<file path="config.mk">
export PLATFORM = sky130hd
export DESIGN_NAME = pipe_hazard_ctrl
export DESIGN_NICKNAME = d
export VERILOG_FILES = /design/src/rtl/pipe_hazard_ctrl.sv
export SDC_FILE = /design/constraint.sdc
export NUM_CORES = 1
export LEC_CHECK = 0
export ABC_AREA = 1
export ABC_CLOCK_PERIOD_IN_PS = 1850
export CAP_MARGIN = 20
export CORE_UTILIZATION = 34
export CTS_BUF_LIST = sky130_fd_sc_hd__clkbuf_4
export CTS_CLUSTER_SIZE = 14
export DETAILED_ROUTE_END_ITERATION = 8
export GPL_ROUTABILITY_DRIVEN = 0
export PLACE_DENSITY = 0.88
export SYNTH_ARGS = -nofsm -noshare
export SYNTH_HDL_FRONTEND = slang
export SYNTH_SLANG_ARGS = --single-unit
export TNS_END_PERCENT = 10
</file>
<file path="constraint.sdc">
create_clock -name clk -period 1.85 [get_ports clk]
set_input_delay 0.37 -clock clk [delete_from_list [all_inputs] [get_ports clk]]
set_output_delay 0.37 -clock clk [all_outputs]
set_load 0.01 [all_outputs]
</file>
<file path="src/rtl/pipe_hazard_ctrl.sv">
// pipe_hazard_ctrl
// Central stall/flush sequencer for the 5-stage pipeline. It detects load-use
// hazards and applies taken-branch flushes. It also runs the req/ready
// handshake with variable-latency data memory, guarded by a wait-timeout
// watchdog.
// Optional feature: define HAZARD_PERF_CNT_EN to build the three saturating
// performance counters. When it is not defined, the counter ports read zero.
// The reset input is asynchronous and active-low. The outputs are Mealy and
// are forced to zero while reset is held low.
module pipe_hazard_ctrl #(
    parameter int TIMEOUT  = 255,
    parameter int LU_STALL = 1
) (
    input  logic        clk,
    input  logic        reset,
    input  logic [4:0]  rs1_ID,
    input  logic [4:0]  rs2_ID,
    input  logic        rs1_used_ID,
    input  logic        rs2_used_ID,
    input  logic [4:0]  rsW_EX,
    input  logic        RegWEn_EX,
    input  logic [1:0]  WBSel_EX,
    input  logic        MemAcc_MEM,
    input  logic        branch_taken_EX,
    input  logic        dmem_ready,
    output logic        dmem_req,
    output logic        stall_PC,
    output logic        stall_IFID,
    output logic        stall_IDEX,
    output logic        stall_EXMEM,
    output logic        flush_IFID,
    output logic        flush_IDEX,
    output logic        bubble_MEMWB,
    output logic        timeout_err,
    output logic [1:0]  state,
    output logic [31:0] mem_stall_cnt,
    output logic [31:0] lu_stall_cnt,
    output logic [31:0] flush_cnt
);

    localparam int WCW = $clog2(TIMEOUT + 1);
    localparam int LCW = (LU_STALL > 1) ? $clog2(LU_STALL) : 1;
    localparam logic [WCW-1:0] WAIT_LIMIT = WCW'(TIMEOUT);
    localparam logic [LCW-1:0] LU_LAST    = LCW'(LU_STALL - 1);

    typedef enum logic [1:0] {
        IDLE     = 2'b00,
        MEM_WAIT = 2'b01,
        LOAD_USE = 2'b10,
        ERR      = 2'b11
    } state_t;

    state_t         state_reg, state_next;
    logic [WCW-1:0] wait_cnt_reg, wait_cnt_next;
    logic [LCW-1:0] lu_cnt_reg, lu_cnt_next;

    logic lu;
    logic mem_miss;
    logic mem_stall;
    logic br_flush;
    logic lu_hold;

    // A load in EX whose destination is read by the instruction in ID.
    // Register x0 is never a real dependency.
    assign lu = (WBSel_EX == 2'b01) && RegWEn_EX && (rsW_EX != 5'd0) &&
                ((rs1_used_ID && (rs1_ID == rsW_EX)) ||
                 (rs2_used_ID && (rs2_ID == rsW_EX)));

    // A memory access that is not completed this cycle.
    assign mem_miss = MemAcc_MEM && !dmem_ready;

    // State register together with the wait and load-use cycle counters.
    always_ff @(posedge clk or negedge reset) begin
        if (!reset) begin
            state_reg    <= IDLE;
            wait_cnt_reg <= '0;
            lu_cnt_reg   <= '0;
        end else begin
            state_reg    <= state_next;
            wait_cnt_reg <= wait_cnt_next;
            lu_cnt_reg   <= lu_cnt_next;
        end
    end

    // Next-state logic. LOAD_USE falls back to the IDLE rules whenever a miss
    // or a taken branch shows up, so both states share one decision tree.
    always_comb begin
        state_next    = state_reg;
        wait_cnt_next = wait_cnt_reg;
        lu_cnt_next   = lu_cnt_reg;
        case (state_reg)
            IDLE, LOAD_USE: begin
                if (mem_miss) begin
                    state_next    = MEM_WAIT;
                    wait_cnt_next = WCW'(1);
                end else if (branch_taken_EX) begin
                    state_next = IDLE;
                end else if (state_reg == LOAD_USE) begin
                    if (lu_cnt_reg == LU_LAST) begin
                        state_next = IDLE;
                    end else begin
                        lu_cnt_next = lu_cnt_reg + LCW'(1);
                    end
                end else if (lu && (LU_STALL > 1)) begin
                    state_next  = LOAD_USE;
                    lu_cnt_next = LCW'(1);
                end
            end
            MEM_WAIT: begin
                if (dmem_ready) begin
                    state_next = IDLE;
                end else if (wait_cnt_reg == WAIT_LIMIT) begin
                    state_next = ERR;
                end else begin
                    wait_cnt_next = wait_cnt_reg + WCW'(1);
                end
            end
            default: state_next = ERR;
        endcase
    end

    // Output decode into three causes (memory stall, branch flush and
    // load-use hold). Everything is zero while reset is held low.
    always_comb begin
        dmem_req    = 1'b0;
        mem_stall   = 1'b0;
        br_flush    = 1'b0;
        lu_hold     = 1'b0;
        timeout_err = 1'b0;
        if (reset) begin
            case (state_reg)
                IDLE, LOAD_USE: begin
                    dmem_req = MemAcc_MEM;
                    if (mem_miss) begin
                        mem_stall = 1'b1;
                    end else if (branch_taken_EX) begin
                        br_flush = 1'b1;
                    end else if ((state_reg == LOAD_USE) || lu) begin
                        lu_hold = 1'b1;
                    end
                end
                MEM_WAIT: begin
                    dmem_req  = 1'b1;
                    mem_stall = !dmem_ready;
                end
                default: begin
                    mem_stall   = 1'b1;
                    timeout_err = 1'b1;
                end
            endcase
        end
    end

    assign stall_PC     = mem_stall | lu_hold;
    assign stall_IFID   = mem_stall | lu_hold;
    assign stall_IDEX   = mem_stall;
    assign stall_EXMEM  = mem_stall;
    assign flush_IFID   = br_flush;
    assign flush_IDEX   = br_flush | lu_hold;
    assign bubble_MEMWB = mem_stall;
    assign state        = state_reg;

`ifdef HAZARD_PERF_CNT_EN
    // Increment sources: bit 0 is the memory stall, bit 1 is the load-use
    // stall and bit 2 is the flush.
    logic [2:0] perf_inc;
    assign perf_inc = {br_flush, lu_hold, mem_stall};

    for (genvar gi = 0; gi < 3; gi++) begin : g_perf
        logic [31:0] cnt_reg;
        // Saturating event counter.
        always_ff @(posedge clk or negedge reset) begin
            if (!reset) begin
                cnt_reg <= '0;
            end else if (perf_inc[gi] && (cnt_reg != 32'hFFFF_FFFF)) begin
                cnt_reg <= cnt_reg + 32'd1;
            end
        end
    end

    assign mem_stall_cnt = g_perf[0].cnt_reg;
    assign lu_stall_cnt  = g_perf[1].cnt_reg;
    assign flush_cnt     = g_perf[2].cnt_reg;
`else
    assign mem_stall_cnt = 32'd0;
    assign lu_stall_cnt  = 32'd0;
    assign flush_cnt     = 32'd0;
`endif

endmodule

</file>
Word-level counts from Yosys, hierarchy flattened
Cells that the tools add are included.

Output and inout bits: 107. Input port bits: 25. Bits in registers: 11. Logic and storage cells: 66.

Reductions and logical operators: 17. $add $sub $neg: 2. Multiplexer cells: 28. Bitwise gates (word level): 4. Equal/unequal tests: 12.

Operators with widths (count): 8-bit two-way mux (3); 8-bit one-hot mux with 2 select lines (1); 1-bit two-way mux (15); 2-bit two-way mux (6); 5-bit == test (2); 8-bit by 1-bit adder with 8-bit output (second input constant) (1); 8-bit == test (second input constant) (1); 4-bit inequality test (second input constant) (2); 4-bit AND reduction (2); 1-bit logical AND (6); 2-bit inequality test (second input constant) (3); 5-bit nonzero test (1); 2-bit by 1-bit == test with 1-bit output (second input constant) (2); 1-bit one-hot mux with 2 select lines (2); 2-bit one-hot mux with 2 select lines (1); 3-bit inequality test (second input constant) (1); 3-bit AND reduction (1); 3-bit OR reduction (1); 2-bit == test (second input constant) (1); 2-bit logical NOT (1); 1-bit logical OR (2); 1-bit inverter (2); 1-bit OR (2); 2-bit nonzero test (1); 3 further kinds (3).

Logic depth before layout (Yosys ltp)
Word-level depth: 11. Mapped depth: 11. Mapped depth without buffers: 10.

Least setup slack after synthesis
No wires, ideal clock.

Path type: register -> output. From: register state_reg[0], in the netlist state[0]. To: output stall_PC. Arrival: 1.274 ns. Buffers on the path: 1. Setup slack: 0.206 ns. Cell stages (with the launch flop): 8. Data required time: 1.480 ns. Cells stage by stage: dfrtp_1 -> inv_2 -> nor2_2 -> nand2_1 -> nand3_1 -> nand2_1 -> nand2_1 -> buf_4.

Word-level cells in the longest chain between the ends: 8. Elaborated cells on any way between the ends: 13. Classes of those cells: 2 x eq/ne; 7 x mux; 1 x bitwise; 3 x reduce/logical.

Ends and longest elaborated chain: from (decl) (line 53) `state_t state_reg, state_next;`; from (signal assigned) (line 79) `state_reg <= state_next;`; 2-bit == test (line 131, 138); 1-bit logical OR (line 138) `end else if ((state_reg == LOAD_USE) || lu) begin`; 1-bit two-way mux (line 138); 1-bit two-way mux (line 136) `end else if (branch_taken_EX) begin`; 1-bit two-way mux (line 134) `if (mem_miss) begin`; 1-bit two-way mux (line 131) `case (state_reg)`; 1-bit two-way mux (line 130) `if (reset) begin`; 1-bit OR (*); to (decl) (line 27) `output logic stall_PC,`.

Mark *: on every way between the ends. The rest lies on a longest branch, timed or not.

Worst setup path after layout
From: register state_reg[0], in the netlist state[0]. To: output stall_EXMEM.

Word-level cells in the longest chain between the ends: 4. Elaborated cells on any way between the ends: 6. Classes of those cells: 2 x eq/ne; 2 x mux; 2 x reduce/logical.

Ends and longest elaborated chain: 2-bit == test / 2-bit logical NOT (equally long branches) (line 131); 2-bit OR reduction (line 131); 1-bit one-hot mux with 2 select lines (*) (line 131); 1-bit two-way mux (*) (line 130); to (decl) (line 30) `output logic stall_EXMEM,`.

Marked as above.

==> flow_metrics.tcl <==
set metrics [dict create \
    grt_max_degree 16 \
    cp-end-kind "output pin" \
    cpMaxStageDelayCell "dfrtp_1" \
    synthMuxAreaShare_pct 0 \
    clk_latency_ns 0.27 \
    drc_errors 13 \
    syn_inst 246 \
    worst-r2r-setup-slack_ns 0.21 \
    power.total_mw 1.043 \
    diodes 0 \
    ff2ff_path_depth 7 \
    hold_violations 0 \
    critPathTopFamily "flip-flops" \
    layout_commonest_cell "conb_1" \
    ir_drop_mv 0.3130 \
    reg2reg_from "wait_cnt_reg[0]" \
    crit_arrival_ns 1.41 \
    crit_cells 7 \
    fin_tns_setup_ns 0 \
    grt_overflow 0 \
    synth_sequential_area_ratio_pct 15.47 \
    place_inst 338 \
    crit_fanout 5 \
    p_sw_share_pct 45.11 \
    vias 1301 \
    max_stage_delay_ns 0.43 \
    yosys.area_share.adder_pct 0.7734 \
    yosys-top-cells-area "buf_4, dfrtp_1, nand2_1" \
    drv_cap 0 \
    clockBufferDepth 2 \
    cp_cell_sequence "inv_2 > nor2_4 > nand2_2 > nand3_2 > nand2_2 > inv_2 > clkdlybuf4s15_2" \
    synth-compound-area-share_pct 5.568 \
    synthSimpleGateAreaFrac_pct 25.06 \
    r2r_end "wait_cnt_reg[2]" \
    chipWidth_um 70.98 \
    drt_iter0_drc 62 \
    drtAntennaViolNets 0 \
    hpwl_um 2466 \
    critPathBufInv 3 \
    rsz0062_at_grt "yes" \
    leakage_nw 1.064 \
    setup_viol 0 \
    synth-edff-count 0 \
    netlist_area_sq_um 1618 \
    fmaxAchievable_ghz 0.5619 \
    htreeDepth 1 \
    clk_pin_slew_ns 0.07 \
    finalNonFillerCells 343 \
    cts_tree "done" \
    mostFrequentLayoutCells "conb_1, nand2_1, inv_1, nor2_1" \
    p_int_uw 572.4 \
    synth-async-reset-ratio_pct 100.0 \
    ios 132 \
    yosysTopAreaCell "buf_4" \
    final_cell_area_sq_um 1734 \
    power_switching_uw 470.4 \
    pwr-share-seq_pct 29.4 \
    crit_type "register to output pin" \
    synth_top_family_by_area "buffers and inverters" \
    synth.avg_cell_area_sq_um 6.576 \
    power_frac_comb_pct 55.5 \
    fin_nets 318 \
    fp.dieArea_sq_um 5038 \
    failed_checks "DRC" \
    num_rows 24 \
    crit_path_start "state[0]" \
    core_area_sq_um 4474 \
    powerDensity_nw_per_um2 601.3 \
    yosysWarnings 0 \
    synthFlopType "dfrtp_1" \
    crit_required_ns 1.48 \
    synth-seq-cells 10 \
    die_h_um 70.98 \
    largest_reg_flops 8 \
    io_buffers 35 \
    grt_use_total_pct 11.04 \
    yosys.area.top_type_share_pct 45.94 \
    power.clock.fraction_pct 15.1 \
    final_layout_size_suffix_gt1_share_pct 17.87 \
    dpl-instance-area_sq_um 1710 \
    start_kind "register" \
    grt_pass1_wl_um 4567 \
    fin_crit_ns 1.780 \
    grt_antenna_before_repair 0 \
    status "finished, violations left" \
    synthToLayoutAreaGrowth_pct 7.192 \
    finalClockSkew_ns 0.003762 \
    root_buffer "clkbuf_4" \
    wl_per_cell_um 8.402 \
    synth_xor_area_share_pct 0 \
    hp-class "input pin to async pin" \
    firstDrtPassIters 7 \
    grt_pass1_vias 1102 \
    postCtsHoldBufs 0 \
    drt_wl_total_um 2882 \
    cts_buffers 3 \
    routed_via_density 3.793 \
    start_util_pct 36.16 \
    clock_sinks 10 \
    synth_cell_type_count 23 \
    fin_crit_sh_pct 96.20 \
    finalMaxSlewViolations 0 \
]
-- layer usage --
metal,part of all wire (%),vias up,GRT usage [%]
met5,0,-,0
met4,0.94,0,2.667
met2,53,71,20.83
li1,-,648,-
met3,7.5,3,2.137
met1,38,579,12.73
-- cell type report --
type	count	area (sq um)
Sequential cell	10	251.5
Timing Repair Buffer	46	384.1
Clock inverter	1	3.754
Fill cell	498	2740
Clock buffer	3	22.52
Tap cell	52	65.06
Multi-Input combinational cell	204	905.9
Inverter	27	101.3
-- how the worst max path moves through the flow --
stage,end
after CTS,timeout_err
after floorplan,stall_PC
final,stall_EXMEM
after detailed placement,stall_PC
after global placement,flush_IDEX
after global routing,stall_IDEX
-- metrics by stage --
step | hold slack [ns] | setup slack [ns] | utilization [%]
after CTS | 0.4162 | 0.004757 | 39.07
after floorplan | 0.07441 | 0.2055 | -
after global routing | 0.06102 | -0.02688 | 38.76
after detailed placement | 0.5134 | -0.6711 | 38.23
after global placement | 0.5013 | -0.6288 | 38.23
final | 0.06489 | 0.07031 | 38.76
-- timing repair --
item | 4_1_cts | 5_1_grt
endpoints found under the setup margin | 9 | 12
pin swaps | 17 | 5
setup buffers | 1 | 0
gates cloned | 0 | 0
endpoints found under the hold margin | 0 | 0
gates resized for setup | 61 | 21
-- logic make-up (layout without fill, tap and decap cells) --
group | after synthesis | after routing
flip-flops | 10 | 10
adder cells (fa/ha/maj) | 1 | 1
other | 1 | 96
buffers and inverters | 127 | 77
AO/OA/AOI/OAI | 15 | 15
AND/OR/NAND/NOR | 92 | 92
-- synthesized netlist by cell type, types with 2 or more instances --
cell type   n
nand3_1    10
o21ai_1     9
o21ai_0     2
nor2_1     16
inv_1      26
or2_2       2
dfrtp_1    10
nand2_1    53
nand3b_1    2
a21oi_1     2
nand4_1     4
buf_4      99
-- power groups by stage --
stage,registers (mW),clock network [mW],logic (mW)
6_report,0.307,0.157,0.579
5_1_grt,0.313,0.174,0.654
4_1_cts,0.304,0.164,0.568
3_5_place_dp,0.309,0,0.567
3_3_place_gp,0.304,0,0.555
2_1_floorplan,0.305,0,0.485
-- worst register-to-register path: cells and delay by family (launching register included) --
kind,cells,cell delay (ns)
AND/OR/NAND/NOR,4,0.49
adder cells (fa/ha/maj),1,0.23
AO/OA/AOI/OAI,2,0.44
flip-flops,1,0.40
(Power assumes the default switching activity.)
